[src/rtl/nv_seq_scheduler.sv]
// Table-driven sequencer for the shared NV pulse datapath: each step loads a pattern
// into the serializer, optionally gates on APD clicks, then advances, retries or fails.
module nv_seq_scheduler #(
    parameter int NUM_STEPS = 4,
    parameter int DATA_W    = 8,
    parameter int CNT_W     = 8,
    parameter int GATE_W    = 16
) (
    input  logic              clk,
    input  logic              reset,
    input  logic              start,
    input  logic              abort,
    input  logic              cfg_we,
    input  logic [1:0]        cfg_addr,
    input  logic [DATA_W-1:0] cfg_pattern,
    input  logic [CNT_W-1:0]  cfg_thresh,
    input  logic              cfg_gate,
    input  logic [1:0]        last_step,
    input  logic [GATE_W-1:0] gate_cycles,
    input  logic [3:0]        max_retry,
    output logic [DATA_W-1:0] ser_data,
    output logic              ser_reset,
    output logic              ser_start,
    input  logic              ser_done,
    output logic              cnt_reset,
    input  logic [CNT_W-1:0]  click_count,
    output logic              busy,
    output logic              done,
    output logic              fail,
    output logic [1:0]        cur_step,
    output logic [3:0]        retry_cnt
);

    typedef enum logic [2:0] {
        S_IDLE,
        S_LOAD,
        S_SEND,
        S_GATE,
        S_DONE,
        S_FAIL
    } state_t;

    state_t             state_q, state_d;
    logic [1:0]         step_q, step_d;
    logic [3:0]         retry_q, retry_d;
    logic [GATE_W-1:0]  timer_q, timer_d;

    logic [DATA_W-1:0]  pattern_q [NUM_STEPS];
    logic [CNT_W-1:0]   thresh_q  [NUM_STEPS];
    logic [NUM_STEPS-1:0] gate_q;

    logic               idle_like;
    logic [GATE_W-1:0]  gate_last;
    logic [DATA_W-1:0]  cur_pattern;
    logic [CNT_W-1:0]   cur_thresh;
    logic               cur_gated;
    logic               pass_go;
    logic               timeout_go;

    assign idle_like   = (state_q == S_IDLE) || (state_q == S_DONE) || (state_q == S_FAIL);
    // A zero window length still gives the counter one cycle to be sampled.
    assign gate_last   = (gate_cycles == '0) ? '0 : gate_cycles - GATE_W'(1);
    assign cur_pattern = pattern_q[step_q];
    assign cur_thresh  = thresh_q[step_q];
    assign cur_gated   = gate_q[step_q];

    generate
        for (genvar gi = 0; gi < NUM_STEPS; gi++) begin : g_table
            always_ff @(posedge clk) begin
                if (reset) begin
                    pattern_q[gi] <= '0;
                    thresh_q[gi]  <= '0;
                    gate_q[gi]    <= 1'b0;
                end else if (cfg_we && idle_like && (cfg_addr == 2'(gi))) begin
                    pattern_q[gi] <= cfg_pattern;
                    thresh_q[gi]  <= cfg_thresh;
                    gate_q[gi]    <= cfg_gate;
                end
            end
        end
    endgenerate

    always_ff @(posedge clk) begin
        if (reset) begin
            state_q <= S_IDLE;
            step_q  <= '0;
            retry_q <= '0;
            timer_q <= '0;
        end else begin
            state_q <= state_d;
            step_q  <= step_d;
            retry_q <= retry_d;
            timer_q <= timer_d;
        end
    end

    always_comb begin
        state_d    = state_q;
        step_d     = step_q;
        retry_d    = retry_q;
        timer_d    = timer_q;
        pass_go    = 1'b0;
        timeout_go = 1'b0;

        case (state_q)
            S_IDLE, S_DONE, S_FAIL: begin
                if (start) begin
                    state_d = S_LOAD;
                    step_d  = '0;
                    retry_d = '0;
                end
            end
            S_LOAD: state_d = S_SEND;
            S_SEND: begin
                if (ser_done) begin
                    if (cur_gated) begin
                        state_d = S_GATE;
                        timer_d = '0;
                    end else begin
                        pass_go = 1'b1;
                    end
                end
            end
            S_GATE: begin
                timer_d = timer_q + GATE_W'(1);
                // Reaching the threshold on the final window cycle still counts as a pass.
                if (click_count >= cur_thresh) begin
                    pass_go = 1'b1;
                end else if (timer_q == gate_last) begin
                    timeout_go = 1'b1;
                end
            end
            default: state_d = S_IDLE;
        endcase

        if (pass_go) begin
            if (step_q == last_step) begin
                state_d = S_DONE;
            end else begin
                state_d = S_LOAD;
                step_d  = step_q + 2'd1;
                retry_d = '0;
            end
        end else if (timeout_go) begin
            if (retry_q == max_retry) begin
                state_d = S_FAIL;
            end else begin
                state_d = S_LOAD;
                retry_d = retry_q + 4'd1;
            end
        end

        if (abort) begin
            state_d = S_IDLE;
            step_d  = '0;
            retry_d = '0;
            timer_d = '0;
        end
    end

    always_comb begin
        ser_data  = '0;
        ser_reset = 1'b1;
        ser_start = 1'b0;
        cnt_reset = 1'b1;
        busy      = 1'b0;
        done      = 1'b0;
        fail      = 1'b0;
        case (state_q)
            S_LOAD: begin
                ser_data  = cur_pattern;
                ser_start = 1'b1;
                busy      = 1'b1;
            end
            S_SEND: begin
                ser_data  = cur_pattern;
                ser_start = 1'b1;
                ser_reset = 1'b0;
                busy      = 1'b1;
            end
            S_GATE: begin
                ser_data  = cur_pattern;
                ser_start = 1'b1;
                ser_reset = 1'b0;
                cnt_reset = 1'b0;
                busy      = 1'b1;
            end
            S_DONE:  done = 1'b1;
            S_FAIL:  fail = 1'b1;
            default: ;
        endcase
    end

    assign cur_step  = step_q;
    assign retry_cnt = retry_q;

endmodule

[config.mk]
export PLATFORM = sky130hd
export DESIGN_NAME = nv_seq_scheduler
export DESIGN_NICKNAME = d
export VERILOG_FILES = /design/src/rtl/nv_seq_scheduler.sv
export SDC_FILE = /design/constraint.sdc
export NUM_CORES = 1
export LEC_CHECK = 0
export BUFFER_PORTS_ARGS = -buffer_cell sky130_fd_sc_hd__buf_4
export CAP_MARGIN = 40
export CELL_PAD_IN_SITES_DETAIL_PLACEMENT = 2
export CELL_PAD_IN_SITES_GLOBAL_PLACEMENT = 2
export CORE_MARGIN = 5
export CORE_UTILIZATION = 30
export DETAILED_ROUTE_END_ITERATION = 7
export PLACE_DENSITY = 0.66
export SYNTH_ARGS = -nofsm -noshare
export SYNTH_HDL_FRONTEND = slang
export SYNTH_SLANG_ARGS = --single-unit
[constraint.sdc]
create_clock -name clk -period 4.2 [get_ports clk]
set_input_delay 0.42 -clock clk [delete_from_list [all_inputs] [get_ports clk]]
set_output_delay 0.42 -clock clk [all_outputs]
set_load 0.05 [all_outputs]
==> impl_metrics.env <==
export IMPL_criticalPathCategory="reg2reg"
export IMPL_clk_latency_ps=360
export IMPL_arrival_ps=3700
export IMPL_top_usage_layer="met2"
export IMPL_dp_slack_ps=627
export IMPL_grt_max_degree=18
export IMPL_r2r_start="cur_step[0]"
export IMPL_fp_coreArea_mm2=0.0172
export IMPL_intPower_mw=1.52
export IMPL_critPathRequiredTime_ps=4450
export IMPL_startpoint_type="flip-flop"
export IMPL_yosys_warnings=0
export IMPL_drive_gt1_frac=0.223
export IMPL_grt_overflow=0
export IMPL_ys_flop_type="edfxtp_1"
export IMPL_min_from="abort"
export IMPL_antenna_cells=0
export IMPL_hold_viol_final=0
export IMPL_first_pass_iters=4
export IMPL_grt_pass1_vias=4563
export IMPL_fin_skew_ps=5.50
export IMPL_seq_area_frac_synth=0.476
export IMPL_cts_sinks=93
export IMPL_slew_headroom=0.413
export IMPL_switchingPower_mw=0.532
export IMPL_cts_tree="built"
export IMPL_min_period_ps=3460
export IMPL_initial_core_util=0.305
export IMPL_viasPerCell=5.10
export IMPL_gr_usage_met3=0.0286
export IMPL_setup_worst_path_start="cur_step[0]"
export IMPL_cp_end_kind="flip-flop"
export IMPL_min_path_type="in2reg"
export IMPL_cts_resized=0
export IMPL_report_final_slew_viol_count=0
export IMPL_fin_nets=634
export IMPL_fp_dieW_um=142
export IMPL_syn_avg_cell_area_um2=10.8
export IMPL_fp_dieH_um=142
export IMPL_p_comb_frac=0.111
export IMPL_rsz0062_at_grt="false"
export IMPL_portBuffers=74
export IMPL_grt_use_total=0.155
export IMPL_vias=4070
export IMPL_cts_buffer_depth=2
export IMPL_synth_cell_types=60
export IMPL_htree_levels=3
export IMPL_power_density_mw_per_mm2=319
export IMPL_tightest_slew_ps=880
export IMPL_finalSetupViolations=0
export IMPL_drtAntennaViolNets=0
export IMPL_worstPathMaxFanout=8
export IMPL_grt_pass1_wl_um=24500
export IMPL_use_met2=0.280
export IMPL_clockPowerShare=0.389
export IMPL_fin_ws_ps=743
export IMPL_pwr_share_seq=0.500
export IMPL_synth_cell_area_mm2=0.00526
export IMPL_antenna_found_initial=0
export IMPL_synth_edff_count=64
export IMPL_globalplace_congestion=0.760
export IMPL_period_share=0.823
export IMPL_cpMaxStageDelayCell="dfxtp_1"
export IMPL_syn_num_nets=555
export IMPL_drt_iter0_drc=128
export IMPL_dieArea_mm2=0.0203
export IMPL_wl_um=15400
export IMPL_status="completed"
export IMPL_fmax_ghz=0.289
export IMPL_ctsHoldBuffers=0
export IMPL_remaining_drc_errors=0
export IMPL_p_leak_nw=2.41
export IMPL_io_pins=75
export IMPL_cts_buffers=9
export IMPL_maxCapViolations=0
export IMPL_cp_cell_sequence="mux4_2 > ha_1 > nand2b_1 > a211oi_1 > o21ai_0 > a31oi_1 > o2111ai_1 > nor4b_2 > nand3_1 > and4b_1"
export IMPL_syn_inst=489
export IMPL_async_flop_share=0
export IMPL_sw_frac_of_total=0.259
export IMPL_wl_per_cell_um=19.3
export IMPL_cpPeakStageDelay_ps=620
export IMPL_gr_usage_met1=0.187
export IMPL_peakVddDrop_v=0.000235
export IMPL_synth_seq_cells=93
export IMPL_setup_tns_ps=0
export IMPL_place_detailed_hpwl_um=11700
export IMPL_areaGrowthSynthToFinish_pct=22.4
export IMPL_clk_pin_slew_ps=70
export IMPL_cts_root_buf="clkbuf_16"
export IMPL_rows=48
export IMPL_postCtsSetupRepairBufs=0
==> registers in the layout (all words and copies together) (netlist names) <==
| signal | flops |
|---|---|
| pattern_q | 32 |
| thresh_q | 32 |
| timer_q | 16 |
| gate_q | 4 |
| retry_cnt | 4 |
| state_q | 3 |
| cur_step | 2 |
==> critical path: cells and delay by family (launching register included) <==
kind,cells,cell delay [ps]
fa+ha+maj,1,270
mux,1,560
compound gates,4,860
simple gates,4,1040
flops,1,620
==> placed cells by master (no fill, tap or decap), drive strengths merged, types with 3 or more instances in the layout <==
cell / count
or4: 4
nor3b: 4
dfxtp: 29
xor2: 22
nand2: 31
nor3: 12
o32ai: 3
a21oi: 10
a21o: 5
nand3b: 3
a31oi: 3
nor2b: 15
and3: 3
nand2b: 5
nor2: 33
o211ai: 3
o21ai: 16
nor4b: 3
and4: 4
nor4: 7
and2: 67
edfxtp: 64
xnor2: 13
nand3: 12
mux2i: 6
o41ai: 3
nand4: 8
clkbuf: 9
mux4: 17
buf: 88
ha: 11
inv: 24
or3: 7
==> power by group through the flow <==
stage          registers, mW  clock network [mW]  logic, mW
6_report                1.03               0.799      0.228
5_1_grt                 1.03               0.858      0.250
4_1_cts                 1.03               0.820      0.233
3_5_place_dp            1.05                   0      0.232
3_3_place_gp            1.05                   0      0.220
2_1_floorplan           1.04                   0      0.121
==> final timing paths <==
path         cells after the start  slack [ps]    endpoint
max                             10         740  state_q[1]
min                              2         290  timer_q[0]
max reg2reg                     10         740  state_q[1]
min reg2reg                      2         490   gate_q[0]
==> metrics by stage <==
step / cell area [um^2] / instances / power, mW / util / hold slack [ps]
6_report: 6440 / 798 / 2.05 / 0.374 / 289
5_1_grt: 6440 / 798 / 2.14 / 0.374 / 272
4_1_cts: 6440 / 798 / 2.08 / 0.374 / 273
3_5_place_dp: 6160 / 782 / 1.28 / 0.357 / 479
3_3_place_gp: 6100 / 777 / 1.27 / 0.354 / 457
2_1_floorplan: 5260 / 489 / 1.16 / - / 442
==> synthesized netlist by cell type (all sizes together) (11+ instances only) <==
master,number,area (um^2)
and2,67,419
edfxtp,64,1920
nor2,33,124
nand2,31,116
dfxtp,29,581
xor2,22,193
inv,21,78.8
mux4,17,383
clkbuf,16,62.6
o21ai,16,80.1
nor2b,15,93.8
xnor2,13,114
nand3,12,60.1
nor3,12,60.1
ha,11,138
==> layout make-up <==
| class | count | area, um^2 |
|---|---|---|
| multi-input cells | 355 | 2620 |
| clock inverters | 7 | 56.3 |
| repair buffers | 88 | 679 |
| flip-flops and latches | 93 | 2500 |
| fillers | 1840 | 10800 |
| clock buffers | 9 | 225 |
| well taps | 225 | 282 |
| inverters | 21 | 78.8 |
==> routing by layer <==
metal,routed length [um],vias to the layer above
li1,-,1939
met1,6700,2045
met2,7850,69
met3,532,17
met4,293,0
met5,0,-
==> kinds of logic (layout without fill, tap and decap cells) <==
| group | count (synthesis) | after routing | share of synthesized area |
|---|---|---|---|
| AOI/OAI and AO/OA | 61 | 61 | 0.0773 |
| xor gates and xnor gates | 35 | 35 | 0.0583 |
| adders and majority gates | 11 | 11 | 0.0262 |
| buffers and inverters | 41 | 125 | 0.0304 |
| DFF | 93 | 93 | 0.476 |
| muxes | 24 | 24 | 0.0863 |
| and+or+nand+nor | 224 | 224 | 0.246 |
Note: power is estimated with default switching activity, not from simulation.
